## src/rtl/music_sequencer.sv

```systemverilog
// Song program sequencer: fetches from SRAM, executes tempo/repeat/end control words, offers notes to the player.
// Optional build macro SEQ_LOOP_GUARD_EN: forces DONE after 1023 consecutive non-note decodes.
module music_sequencer #(
  parameter logic [17:0] START_ADDR  = 18'hff00,
  parameter int          READ_WAIT   = 2,
  parameter int          LEVELS      = 8,
  parameter logic [11:0] DEFAULT_BPM = 12'd96
) (
  input  logic        CLK,
  input  logic        RST,
  input  logic        start,
  output logic [17:0] SRAM_A,
  input  logic [15:0] SRAM_D,
  output logic [15:0] ins_o,
  output logic        ins_valid,
  input  logic        ins_ready,
  output logic [11:0] bpm_o,
  output logic        busy,
  output logic        done,
  output logic        err,
  output logic [17:0] pc_o
);
  typedef enum logic [2:0] {S_IDLE, S_FETCH, S_DECODE, S_HOLD, S_DONE} state_t;
  localparam logic [7:0] WAIT_LAST = 8'(READ_WAIT - 1);

  state_t      r_state, w_state_next;
  logic [17:0] r_pc, w_pc_next;
  logic [15:0] r_ir, w_ir_next;
  logic [7:0]  r_wait, w_wait_next;
  logic [15:0] r_ins, w_ins_next;
  logic        r_valid, w_valid_next;
  logic [11:0] r_bpm, w_bpm_next;
  logic [11:0] r_hi, w_hi_next;
  logic        r_done, w_done_next;
  logic        r_err, w_err_next;
  logic [2:0]  r_cnt [LEVELS];
  logic        w_cnt_we, w_cnt_clr;
  logic [2:0]  w_cnt_wdata;

  logic [2:0]  w_lvl, w_n, w_cnt_cur;
  logic [5:0]  w_lo;
  logic [17:0] w_target, w_pc_inc;

`ifdef SEQ_LOOP_GUARD_EN
  logic [9:0]  r_guard, w_guard_next;
`endif

  assign w_lvl     = r_ir[2:0];
  assign w_n       = r_ir[5:3];
  assign w_lo      = r_ir[11:6];
  assign w_target  = {r_hi, w_lo};
  assign w_cnt_cur = r_cnt[w_lvl];
  assign w_pc_inc  = r_pc + 18'd1;

  always_comb begin
    w_state_next = r_state;
    w_pc_next    = r_pc;
    w_ir_next    = r_ir;
    w_wait_next  = r_wait;
    w_ins_next   = r_ins;
    w_valid_next = r_valid;
    w_bpm_next   = r_bpm;
    w_hi_next    = r_hi;
    w_done_next  = r_done;
    w_err_next   = 1'b0;
    w_cnt_we     = 1'b0;
    w_cnt_clr    = 1'b0;
    w_cnt_wdata  = 3'd0;
`ifdef SEQ_LOOP_GUARD_EN
    w_guard_next = r_guard;
`endif
    case (r_state)
      S_IDLE: ;
      S_FETCH: begin
        if (r_wait == WAIT_LAST) begin
          w_ir_next    = SRAM_D;
          w_wait_next  = 8'd0;
          w_state_next = S_DECODE;
        end else begin
          w_wait_next = r_wait + 8'd1;
        end
      end
      S_DECODE: begin
        w_state_next = S_FETCH;
        if (r_ir[15]) begin
          w_ins_next   = r_ir;
          w_valid_next = 1'b1;
          w_state_next = S_HOLD;
        end else begin
          case (r_ir[14:12])
            3'b000: begin
              w_done_next  = 1'b1;
              w_state_next = S_DONE;
            end
            3'b001: begin
              w_bpm_next = r_ir[11:0];
              w_pc_next  = w_pc_inc;
            end
            3'b010: begin
              w_hi_next = r_ir[11:0];
              w_pc_next = w_pc_inc;
            end
            3'b011: begin
              // Counter reloads with N on first arrival and returns to 0 on exit, so the body runs N+1 times
              if (w_cnt_cur == 3'd0) begin
                if (w_n == 3'd0) begin
                  w_pc_next = w_pc_inc;
                end else begin
                  w_cnt_we    = 1'b1;
                  w_cnt_wdata = w_n;
                  w_pc_next   = w_target;
                end
              end else if (w_cnt_cur == 3'd1) begin
                w_cnt_we  = 1'b1;
                w_pc_next = w_pc_inc;
              end else begin
                w_cnt_we    = 1'b1;
                w_cnt_wdata = w_cnt_cur - 3'd1;
                w_pc_next   = w_target;
              end
            end
            default: begin
              w_err_next = 1'b1;
              w_pc_next  = w_pc_inc;
            end
          endcase
        end
      end
      S_HOLD: begin
        if (r_valid && ins_ready) begin
          w_valid_next = 1'b0;
          w_pc_next    = w_pc_inc;
          w_state_next = S_FETCH;
        end
      end
      S_DONE: ;
      default: w_state_next = S_IDLE;
    endcase
`ifdef SEQ_LOOP_GUARD_EN
    if (r_state == S_DECODE) begin
      if (r_ir[15]) begin
        w_guard_next = 10'd0;
      end else if (r_guard == 10'd1022) begin
        w_guard_next = 10'd1023;
        w_done_next  = 1'b1;
        w_err_next   = 1'b1;
        w_state_next = S_DONE;
      end else begin
        w_guard_next = r_guard + 10'd1;
      end
    end
`endif
    if (start) begin
      w_pc_next    = START_ADDR;
      w_cnt_clr    = 1'b1;
      w_cnt_we     = 1'b0;
      w_hi_next    = 12'd0;
      w_bpm_next   = DEFAULT_BPM;
      w_valid_next = 1'b0;
      w_done_next  = 1'b0;
      w_err_next   = 1'b0;
      w_wait_next  = 8'd0;
      w_state_next = S_FETCH;
`ifdef SEQ_LOOP_GUARD_EN
      w_guard_next = 10'd0;
`endif
    end
  end

  always_ff @(posedge CLK) begin
    if (RST) begin
      r_state <= S_IDLE;
      r_pc    <= START_ADDR;
      r_ir    <= 16'd0;
      r_wait  <= 8'd0;
      r_ins   <= 16'd0;
      r_valid <= 1'b0;
      r_bpm   <= DEFAULT_BPM;
      r_hi    <= 12'd0;
      r_done  <= 1'b0;
      r_err   <= 1'b0;
`ifdef SEQ_LOOP_GUARD_EN
      r_guard <= 10'd0;
`endif
    end else begin
      r_state <= w_state_next;
      r_pc    <= w_pc_next;
      r_ir    <= w_ir_next;
      r_wait  <= w_wait_next;
      r_ins   <= w_ins_next;
      r_valid <= w_valid_next;
      r_bpm   <= w_bpm_next;
      r_hi    <= w_hi_next;
      r_done  <= w_done_next;
      r_err   <= w_err_next;
`ifdef SEQ_LOOP_GUARD_EN
      r_guard <= w_guard_next;
`endif
    end
    for (int i = 0; i < LEVELS; i++) begin
      if (RST || w_cnt_clr) begin
        r_cnt[i] <= 3'd0;
      end else if (w_cnt_we && (w_lvl == 3'(i))) begin
        r_cnt[i] <= w_cnt_wdata;
      end
    end
  end

  assign SRAM_A    = r_pc;
  assign pc_o      = r_pc;
  assign ins_o     = r_ins;
  assign ins_valid = r_valid;
  assign bpm_o     = r_bpm;
  assign done      = r_done;
  assign err       = r_err;
  assign busy      = (r_state == S_FETCH) || (r_state == S_DECODE) || (r_state == S_HOLD);
endmodule
```

## config.mk

```make
export PLATFORM = sky130hd
export DESIGN_NAME = music_sequencer
export DESIGN_NICKNAME = d
export VERILOG_FILES = /design/src/rtl/music_sequencer.sv
export SDC_FILE = /design/constraint.sdc
export NUM_CORES = 1
export LEC_CHECK = 0
export CAP_MARGIN = 30
export CORE_ASPECT_RATIO = 1.1
export CORE_MARGIN = 2
export CORE_UTILIZATION = 25
export CTS_CLUSTER_SIZE = 25
export DETAILED_ROUTE_END_ITERATION = 12
export GPL_TIMING_DRIVEN = 0
export RECOVER_POWER = 100
export SYNTH_ARGS = -nofsm -noshare
export SYNTH_HDL_FRONTEND = slang
export SYNTH_SLANG_ARGS = --single-unit
```

## constraint.sdc

```tcl
create_clock -name CLK -period 2.7 [get_ports CLK]
set_clock_uncertainty 0.2 [all_clocks]
set_input_delay 0.81 -clock CLK [delete_from_list [all_inputs] [get_ports CLK]]
set_output_delay 0.81 -clock CLK [all_outputs]
set_load 0.02 [all_outputs]
```

==> results.md <==
- Run status: finished with violations
- Failing checks: negative setup slack
- Most frequent cells in the layout: 81 x dfxtp_1, 77 x nand2_1, 74 x nor2_1, 52 x dlygate4sd3_1, 39 x mux2i_1
- PD cells: 518.7 nW/µm²
- Worst setup margin: -179.3 ps
- Avg WL per Cell: 16.00 µm
- Routed vias/inst: 4.796
- Die Width: 144.2 µm
- Inserted Diodes: 0
- Post-DP HPWL: 11020 µm
- CTS tree: built
- Async S/R FF share, synth: 0%
- Ys flop type: dfxtp_1
- NumNets Final: 737
- Reg2reg setup slack: -180 ps
- Mapped Cells: 583
- Endpoint, Worst Hold: r_hi[7]
- Total CTS buffers: 17
- Drt initial violations: 389
- Minimum clock period: 2879 ps
- CTS Hold Bufs: 0
- Clock share of power: 49.5%
- Yosys Warn Count: 0
- GRT Residual Overflow: 0
- Overall power: 4001 µW
- Layout cell share with drive strength beyond 1: 21.85%
- Setup Slack @ Placement: -837.7 ps
- Req. time, crit path: 2810 ps
- Final ANT Viol Nets: 0
- P&R area growth vs syn: 42.75%
- CTS Buffer Depth: 2
- Sink Count: 115
- EDFF count, synth: 24
- Global-route wire length before repair: 24960 µm
- Port-buffer cells: 86
- CTS root buffer: clkbuf_16
- DRC violations left: 0
- Post-synth top area share: 33.72%
- GRT Resource Usage Total: 14.46%
- Worst min path class: flop to flop
- Syn_nets: 609
- Peak VDD IR: 0.4172 mV
- CP Launch Type: flop
- Via count: 4858
- Final Max Slew Viols: 0
- Final hold slack: 256.2 ps
- Setup TNS: -4387 ps
- Num rows: 56
- Leak pwr: 0.002937 µW
- Highest Clock Rate: 347.3 MHz
- Hold depth: 2
- Initial Util: 25.36%
- Reg2Reg Capture Point: SRAM_A[12]
- Min-delay src: r_hi[7]
- GPL Wtd Cong: 0.8317
- Slew headroom: 52.96%
- P_int: 3039 µW
- Crit-path cells: buf_6, mux4_2, mux2i_4, inv_2, ha_4, nor2b_4, a21o_1, buf_4, a21oi_4, o21ai_0, a221o_1
- Setup-failing EPs final: 49
- Psw: 961.4 µW
- Area of the core: 21300 µm²
- Vias in the first global route: 4622
- H-tree levels: 4
- Worst Reg2Reg Path Length in Cells: 11
- Comb pwr share: 5.8%
- Reg clk slew, reported paths: 50 ps
- Die Area: 22800 µm²
- Commonest non-fill, non-tap cell in the layout: dfxtp_1
- Final core utilization: 36.21%
- Sequential power share: 44.8%
- Avg Inst Size Synth: 9.267 µm²
- Die Height: 158.2 µm
- Seq/Total Area, Yosys: 47.06%
- WP data arrival: 2990 ps
- Max-Cap Viols: 0
- Unique masters post-synth: 62
- Area leader, netlist: dfxtp_1
- RSZ-0062 raised after global routing: true
- Slowest cell delay on critical path: 530 ps
- Mapped cell area: 5403 µm²
- Critical Path End Type: flop
- #FFs+latches synth: 115
- Final WL: 16210 µm
- Max FO, Critical Path: 6
- Worst-Skew Late Latency: 420 ps
- Worst-margin pin slew: 705.5 ps
- IO Pins: 88
- Initial antenna violation count: 0
- Period utilisation layout: 106.6%
- Pin count of the biggest net entering global routing: 17
- Slowest CP cell: mux4_2
- Final Hold Viols: 0
- Synth area leaders: dfxtp_1 34%, edfxtp_1 13%, mux2i_1 8.0%, nand2_1 5.5%, nor2_1 5.4%
- Critical path class: flop to flop
- DR pass1 iterations: 6
- Switching Fraction: 24.03%
layer usage:
metal / part of all wire (%) / track usage (%)
met1: 43 / 18.04
met2: 47 / 23.63
met3: 6.9 / 4.174
met4: 2.2 / 5.594
met5: 0 / 0
power by group through the flow:
stage	registers, µW	clock network [µW]	logic [µW]
after detailed placement	1830	0	171
after global routing	1790	2100	246
after global placement	1830	0	171
after floorplan	1820	0	105
final	1790	1980	230
after CTS	1790	2010	204
metrics by stage:
| stage | instance area (µm²) | std cells |
|---|---|---|
| final | 7712 | 1013 |
| after CTS | 7420 | 1006 |
| after detailed placement | 6640 | 959 |
| after global routing | 7712 | 1013 |
| after global placement | 6640 | 959 |
| after floorplan | 5416 | 583 |
registers in the layout, indices dropped and copies added, names as in the netlist, named ones only:
register   count
r_wait         8
r_hi          12
ins_o         16
r_state        3
r_ir          16
ins_valid      1
done           1
SRAM_A        18
bpm_o         12
err            1
r_cnt         24
synth_stat cells, drive strengths merged, types with 2 or more instances:
library cell and instances:
o211ai 3, nor4b 3, nand4 8, buf 30
edfxtp 24, nand2b 4, nor3b 5, nand2 80
inv 4, a221oi 2, mux2i 43, nand3 20
nor3 16, clkbuf 22, a22oi 2, mux4 6
a21o 5, a211o 2, a21oi 41, o31ai 2
mux2 2, ha 6, and4 6, dfxtp 91
nor2b 7, nor2 78, a31oi 7, o21ai 20
a221o 2, or2 3, xnor2 3, and2 2
and3 8, xor2 2, nor4 4, or3 4
worst max-delay path: cells and delay by family (launching register included):
family | cells | cell delay (ps)
AO/OA/AOI/OAI | 4 | 890
adder cells (fa/ha/maj) | 1 | 160
buffers and inverters | 3 | 350
flip-flops | 1 | 320
multiplexers | 2 | 730
AND/OR/NAND/NOR | 1 | 120
area by class of cell:
cell class                 count  area (µm²)
timing repair buffer         111        1091
inverter                       4       15.01
fill                        2166       13590
clock buffer                  18       429.2
buffer                        50       324.1
multi-input combinational    412        2848
sequential                   115        2555
clock inverter                13       87.58
tap                          290       362.8
logic make-up (layout without fill, tap and decap cells):
logic type               Yosys count  count (layout)  synth area share, %
multiplexers                      51              51                11.23
adder cells (fa/ha/maj)            6               6                1.389
XOR/XNOR                           5               5               0.8107
AND/OR/NAND/NOR                  254             254                22.58
buffers and inverters             56             196                6.021
flip-flops                       115             115                47.06
AO/OA/AOI/OAI                     96              96                10.91
worst max-delay path by stage:
stage | from | depth (start not counted) | endpoint | slack [ps]
detailed placement | start | 6 | bpm_o[2] | -840
finish | flop | 11 | SRAM_A[12] | -180
CTS | flop | 11 | SRAM_A[12] | -200
floorplan | flop | 11 | SRAM_A[12] | -150
global placement | start | 6 | bpm_o[4] | -840
global route | flop | 11 | SRAM_A[12] | -260
timing repair:
item	CTS	global route
pin swaps	8	20
endpoints found under the setup margin	96	95
gates resized for setup	45	61
buffers inserted	17	8
gates cloned	0	1
Power figures use the tool's default switching activity.
